**config.mk**
```make
export PLATFORM = sky130hd
export DESIGN_NAME = rally_velocity_ctrl
export DESIGN_NICKNAME = d
export VERILOG_FILES = /design/src/rtl/pong_pkg.sv /design/src/rtl/vel_scale_pipe.sv /design/src/rtl/rally_velocity_ctrl.sv
export SDC_FILE = /design/constraint.sdc
export NUM_CORES = 1
export LEC_CHECK = 0
export ABC_AREA = 1
export BUFFER_PORTS_ARGS = -buffer_cell sky130_fd_sc_hd__buf_2
export CELL_PAD_IN_SITES_DETAIL_PLACEMENT = 1
export CELL_PAD_IN_SITES_GLOBAL_PLACEMENT = 1
export CORE_ASPECT_RATIO = 1.1
export CORE_MARGIN = 1.5
export CORE_UTILIZATION = 30
export DETAILED_ROUTE_END_ITERATION = 7
export PLACE_DENSITY = 0.67
export SLEW_MARGIN = 5
export SYNTH_ARGS = -nofsm -noshare
export SYNTH_HDL_FRONTEND = slang
export SYNTH_HIERARCHICAL = 1
export SYNTH_SLANG_ARGS = --single-unit
```
**constraint.sdc**
```tcl
create_clock -name clk_0 -period 3.86 [get_ports clk_0]
set_input_delay 0.579 -clock clk_0 [delete_from_list [all_inputs] [get_ports clk_0]]
set_output_delay 0.579 -clock clk_0 [all_outputs]
set_load 0.02 [all_outputs]
```
**src/rtl/pong_pkg.sv**
```systemverilog
// Shared Pong core definitions: rally state encoding, rally counter width and
// the serve-slope helper used to derive the serve vertical speed.
package pong_pkg;

    typedef enum logic [1:0] {
        IDLE  = 2'd0,
        SERVE = 2'd1,
        RALLY = 2'd2
    } rally_state_t;

    localparam int RALLY_W = 8;

    function automatic int serve_yvel(input int init);
        return init * 5 / 6;
    endfunction

endpackage

```
**src/rtl/vel_scale_pipe.sv**
```systemverilog
// Hit-offset clamp, rally bonus and velocity scale/saturate datapath.
// The rally bonus is only built when RALLY_SPEEDUP_EN is defined.
module vel_scale_pipe
    import pong_pkg::*;
#(
    parameter int HIT_W        = 7,
    parameter int PDL_HALF     = 48,
    parameter int MIN_XVEL     = 500,
    parameter int MAX_XVEL     = 600,
    parameter int SPEEDUP_STEP = 20,
    parameter int SPEEDUP_CAP  = 200,
    parameter int VEL_WIDTH    = 10
) (
    input  logic                 clk_0,
    input  logic                 rst,
    input  logic                 flush,
    input  logic                 hit_valid,
    input  logic [HIT_W-1:0]     hit_y,
    input  logic                 hit_above,
    input  logic [RALLY_W-1:0]   rally_cnt,
    output logic                 busy,
    output logic                 res_valid,
    output logic [VEL_WIDTH-1:0] res_xvel,
    output logic [VEL_WIDTH-1:0] res_yvel,
    output logic                 res_up
);

    localparam int AW         = VEL_WIDTH + 2;
    localparam int SCALE_VELX = (MAX_XVEL - MIN_XVEL) / PDL_HALF;
    localparam int SCALE_VELY = MAX_XVEL / PDL_HALF;

    logic [HIT_W-1:0] hy;
    logic [AW-1:0]    bonus;
    logic             s1_valid;
    logic [HIT_W-1:0] s1_hy;
    logic [AW-1:0]    s1_bonus;
    logic             s1_up;
    logic [AW-1:0]    x_sum;
    logic [AW-1:0]    y_sum;

    assign hy = (hit_y > HIT_W'(PDL_HALF)) ? HIT_W'(PDL_HALF) : hit_y;

`ifdef RALLY_SPEEDUP_EN
    // Product width covers the largest rally count times the step, so the cap compare never wraps.
    localparam int PW = RALLY_W + $clog2(SPEEDUP_STEP + 1);
    logic [PW-1:0] bonus_prod;

    always_comb begin
        bonus_prod = PW'(rally_cnt) * PW'(SPEEDUP_STEP);
        bonus      = (bonus_prod > PW'(SPEEDUP_CAP)) ? AW'(SPEEDUP_CAP) : AW'(bonus_prod);
    end
`else
    localparam int unused_bonus_cfg = SPEEDUP_STEP + SPEEDUP_CAP;
    logic unused_rally_cnt;
    assign unused_rally_cnt = ^rally_cnt;
    assign bonus = '0;
`endif

    always_ff @(posedge clk_0) begin
        if (!rst) begin
            s1_valid <= 1'b0;
            s1_hy    <= '0;
            s1_bonus <= '0;
            s1_up    <= 1'b0;
        end else begin
            s1_valid <= hit_valid && !flush;
            if (hit_valid) begin
                s1_hy    <= hy;
                s1_bonus <= bonus;
                s1_up    <= hit_above;
            end
        end
    end

    always_comb begin
        x_sum     = AW'(MIN_XVEL) + AW'(SCALE_VELX) * AW'(s1_hy) + s1_bonus;
        y_sum     = AW'(SCALE_VELY) * AW'(s1_hy);
        res_xvel  = (|x_sum[AW-1:VEL_WIDTH]) ? '1 : x_sum[VEL_WIDTH-1:0];
        res_yvel  = (|y_sum[AW-1:VEL_WIDTH]) ? '1 : y_sum[VEL_WIDTH-1:0];
        res_up    = s1_up;
        res_valid = s1_valid;
        busy      = s1_valid;
    end

endmodule

```
**src/rtl/rally_velocity_ctrl.sv**
```systemverilog
// Pong ball-velocity controller: serve/rally FSM, serve and rally counters, and the
// registered output stage of the hit pipeline. Optional bonus: RALLY_SPEEDUP_EN.
module rally_velocity_ctrl
    import pong_pkg::*;
#(
    parameter int INIT_XVEL    = 300,
    parameter int MIN_XVEL     = 500,
    parameter int MAX_XVEL     = 600,
    parameter int PDL_HALF     = 48,
    parameter int HIT_W        = 7,
    parameter int SPEEDUP_STEP = 20,
    parameter int SPEEDUP_CAP  = 200,
    parameter int SERVE_FRAMES = 60,
    parameter int VEL_WIDTH    = $clog2(MAX_XVEL + SPEEDUP_CAP + 1)
) (
    input  logic                 clk_0,
    input  logic                 rst,
    input  logic                 frame_tick,
    input  logic                 paddle_hit,
    input  logic [HIT_W-1:0]     hit_y,
    input  logic                 hit_above,
    input  logic                 sq_missed,
    input  logic                 game_over,
    input  logic                 game_startup,
    output logic [VEL_WIDTH-1:0] sq_xvel,
    output logic [VEL_WIDTH-1:0] sq_yvel,
    output logic                 yvel_up,
    output logic                 serving,
    output logic                 vel_valid,
    output logic [RALLY_W-1:0]   rally_cnt
);

    localparam int SERVE_YVEL = serve_yvel(INIT_XVEL);
    localparam int CW         = $clog2(SERVE_FRAMES + 1);

    rally_state_t         state;
    rally_state_t         next_state;
    logic [CW-1:0]        serve_cnt;
    logic                 mode_hold;
    logic                 miss_event;
    logic                 flush;
    logic                 hit_accept;
    logic                 busy;
    logic                 res_valid;
    logic [VEL_WIDTH-1:0] res_xvel;
    logic [VEL_WIDTH-1:0] res_yvel;
    logic                 res_up;

    assign mode_hold = game_over || game_startup;

    always_ff @(posedge clk_0) begin
        if (!rst) state <= IDLE;
        else      state <= next_state;
    end

    always_comb begin
        next_state = state;
        if (mode_hold) begin
            next_state = IDLE;
        end else begin
            case (state)
                IDLE:    next_state = SERVE;
                SERVE:   if (frame_tick && serve_cnt == CW'(SERVE_FRAMES - 1)) next_state = RALLY;
                RALLY:   if (sq_missed) next_state = SERVE;
                default: next_state = IDLE;
            endcase
        end
    end

    // A miss outranks a same-cycle hit, and both lose to a mode change.
    always_comb begin
        serving    = (state != RALLY);
        miss_event = (state == RALLY) && sq_missed && !mode_hold;
        flush      = mode_hold || miss_event;
        hit_accept = paddle_hit && (state == RALLY) && !flush && !busy;
    end

    always_ff @(posedge clk_0) begin
        if (!rst)                serve_cnt <= '0;
        else if (state != SERVE) serve_cnt <= '0;
        else if (frame_tick)     serve_cnt <= serve_cnt + 1'b1;
    end

    vel_scale_pipe #(
        .HIT_W        (HIT_W),
        .PDL_HALF     (PDL_HALF),
        .MIN_XVEL     (MIN_XVEL),
        .MAX_XVEL     (MAX_XVEL),
        .SPEEDUP_STEP (SPEEDUP_STEP),
        .SPEEDUP_CAP  (SPEEDUP_CAP),
        .VEL_WIDTH    (VEL_WIDTH)
    ) u_pipe (
        .clk_0     (clk_0),
        .rst       (rst),
        .flush     (flush),
        .hit_valid (hit_accept),
        .hit_y     (hit_y),
        .hit_above (hit_above),
        .rally_cnt (rally_cnt),
        .busy      (busy),
        .res_valid (res_valid),
        .res_xvel  (res_xvel),
        .res_yvel  (res_yvel),
        .res_up    (res_up)
    );

    // Second pipeline stage: serve loads win over a completing hit.
    always_ff @(posedge clk_0) begin
        if (!rst) begin
            sq_xvel   <= VEL_WIDTH'(INIT_XVEL);
            sq_yvel   <= VEL_WIDTH'(SERVE_YVEL);
            yvel_up   <= 1'b0;
            vel_valid <= 1'b0;
            rally_cnt <= '0;
        end else begin
            vel_valid <= 1'b0;
            if (flush) begin
                sq_xvel <= VEL_WIDTH'(INIT_XVEL);
                sq_yvel <= VEL_WIDTH'(SERVE_YVEL);
                yvel_up <= 1'b0;
                if (miss_event) rally_cnt <= '0;
            end else if (res_valid) begin
                sq_xvel   <= res_xvel;
                sq_yvel   <= res_yvel;
                yvel_up   <= res_up;
                vel_valid <= 1'b1;
                if (rally_cnt != '1) rally_cnt <= rally_cnt + 1'b1;
            end
        end
    end

endmodule

```
==> reports/summary.txt <==
post-synthesis cell count -> 371
CTS tree -> done
layout cells sized above 1 -> 17.7%
Sw Share -> 23.7%
register area share after synthesis -> 36.4%
combinational cell fraction of total power -> 3.4%
top cells by area, synth -> dfxtp_1, nand2_1, nor2_1, ha_1, inv_1
# resized after CTS -> 0
DIE HEIGHT -> 100 µm
area delta synth->final -> 15.2%
gr usage total -> 14.6%
routability cong. -> 0.834
clk buf depth -> 2
Ports -> 46
Setup Skew -> 13.6 ps
Hold Path Class -> flip-flop to flip-flop
Via Count -> 2367
Final setup viols -> 0
CP arrival -> 2080 ps
critical path start-end classification -> flip-flop to flip-flop
post-route minimum period -> 1920 ps
port bufs -> 45
largest net degree at the start of global routing -> 25
Clk pwr share -> 38.9%
hold buffers post-CTS -> 0
CP startpoint kind -> flip-flop
Die Wd -> 91.5 µm
post-synth top area cell -> dfxtp_1
RSZ-0062 raised after global routing -> false
final instance area -> 2980 µm²
outcome -> finished clean
Total Negative Setup Slacks -> 0 ps
antenna viol nets, final -> 0
number of CTS-inserted buffers -> 5
Worst-path clk slew -> 100 ps
Die Area -> 9170 µm²
total internal power -> 0.000641 W
Final Hold Violating Endpoints -> 0
ant diodes -> 0
Seq cells post-synth -> 47
Yosys top cell area share -> 36.4%
NumNets Final -> 443
Leak -> 1.41 nW
gr ovfl total -> 0
H-tree Lvls -> 2
Yosys cell types -> 33
peak supply drop -> 0.000120 V
synthesized cell area -> 2580 µm²
core region area -> 8360 µm²
Pwr Total -> 0.000841 W
yosys warns -> 6
power share of the sequential group -> 57.7%
CP max FO -> 24
dpl ws -> 1720 ps
Max Cap Violations -> 0
Syn Area/Cell -> 6.96 µm²
Slew headroom -> 41.4%
setup ws final -> 1940 ps
vias in the first global route -> 2397
clk_lat worst skew -> 310 ps
Max Slew Vio Count -> 0
Setup crit end kind -> flip-flop
Cell Area, Placed -> 2880 µm²
Final HPWL DP -> 5000 µm
initial antenna violation count -> 0
Initial DRC Count -> 39
Post-Route WL -> 6290 µm
Switch Pwr -> 0.000200 W
1st-pass router iterations -> 4
Final Cycle Share -> 49.8%
routed vias/inst -> 4.52
Rows -> 35
clock sinks -> 47
Initial Utilization -> 30.9%
DRC errors left -> 0
first-pass GRT wire length -> 10800 µm
syn_nets -> 402
WP data required -> 4020 ps
Worst Tran Pin Value -> 878 ps
setup repair bufs after CTS -> 0
CTS root buffer -> clkbuf_8
pwr/cell area -> 283 nW/µm²
fmax -> 0.520 GHz
Avg WL per Cell -> 12.0 µm
## synthesized netlist by cell type, drive strengths merged
master	instances
nor3b	1
nand2	103
fa	1
or2	2
nor2	58
nor4b	1
conb	1
a31oi	1
o21bai	1
o21ai	18
ha	15
a21oi	24
a211oi	2
buf	7
inv	46
nor3	8
xor2	3
nand3	21
dfxtp	47
nand4	1
nand3b	4
clkbuf	4
xnor2	2
## cell families after synthesis
group           count (synthesis)  synth area share (%)
simple gates                  199                  34.9
buf+inv                        57                  9.40
flops                          47                  36.4
compound gates                 46                  9.40
fa+ha+maj                      16                  8.04
xor+xnor                        5                  1.70
other cells                     1                 0.145
## sequential cells by signal, indices dropped and copies added, names as in the netlist
signal / count
serve_cnt: 6
sq_xvel: 10
sq_yvel: 10
u_pipe/s1_hy: 7
u_pipe/res_up: 1
u_pipe/busy: 1
vel_valid: 1
rally_cnt: 8
yvel_up: 1
state: 2
## routing by layer
| layer | part of all wire, % | up-vias | track usage [%] |
|---|---|---|---|
| met5 | 0 | - | 0 |
| met4 | 0.94 | 0 | 5.05 |
| met3 | 3.0 | 5 | 2.20 |
| met2 | 48 | 38 | 26.2 |
| met1 | 48 | 1084 | 17.8 |
| li1 | - | 1240 | - |
## stage by stage
step | utilization, % | cells | hold WS (ps)
floorplan | - | 371 | 442
global placement | 34.4 | 516 | 452
detailed placement | 34.4 | 516 | 455
CTS | 35.6 | 524 | 470
global route | 35.6 | 524 | 488
finish | 35.6 | 524 | 467
## placed cells by master (no fill, tap or decap), drive strengths merged
master    Yosys  final
nand3        21     21
clkinv        0      1
dfxtp        47     47
nand2       103    103
buf           7     45
clkinvlp      0      1
a211oi        2      2
inv          46     46
clkbuf        4      6
o21ai        18     18
xor2          3      3
nand4         1      1
ha           15     15
xnor2         2      2
a21oi        24     24
o21bai        1      1
nor2         58     58
nor3b         1      1
a31oi         1      1
nand3b        4      4
conb          1      1
nor3          8      8
or2           2      2
fa            1      1
nor4b         1      1
## final cells by class
class	count	area, µm²
Inverter	46	173
Multi-Input combinational cell	267	1400
Sequential cell	47	941
Fill cell	1087	5390
Tap cell	111	139
Clock inverter	2	16.3
Timing Repair Buffer	45	225
Clock buffer	6	82.6
## power by group through the flow
stage | logic, W | clock network [W] | registers [W]
global route | 0.0000322 | 0.000363 | 0.000486
finish | 0.0000285 | 0.000327 | 0.000485
floorplan | 0.0000140 | 0 | 0.000497
global placement | 0.0000282 | 0 | 0.000497
CTS | 0.0000288 | 0.000341 | 0.000485
detailed placement | 0.0000287 | 0 | 0.000497
## final timing paths
kind               start         end  slack (ps)  cells past startpoint
max          u_pipe/busy  sq_yvel[3]        1940                      3
max reg2reg  u_pipe/busy  sq_yvel[3]        1940                      3
min           sq_xvel[0]  sq_xvel[0]         470                      2
min reg2reg   sq_xvel[0]  sq_xvel[0]         470                      2
## critical path, cell delays in order (launching register included)
cell and delay [ps]:
dfxtp_1 910, inv_1 550, nor2_1 200, o21ai_0 100
Power figures use the tool's default switching activity.
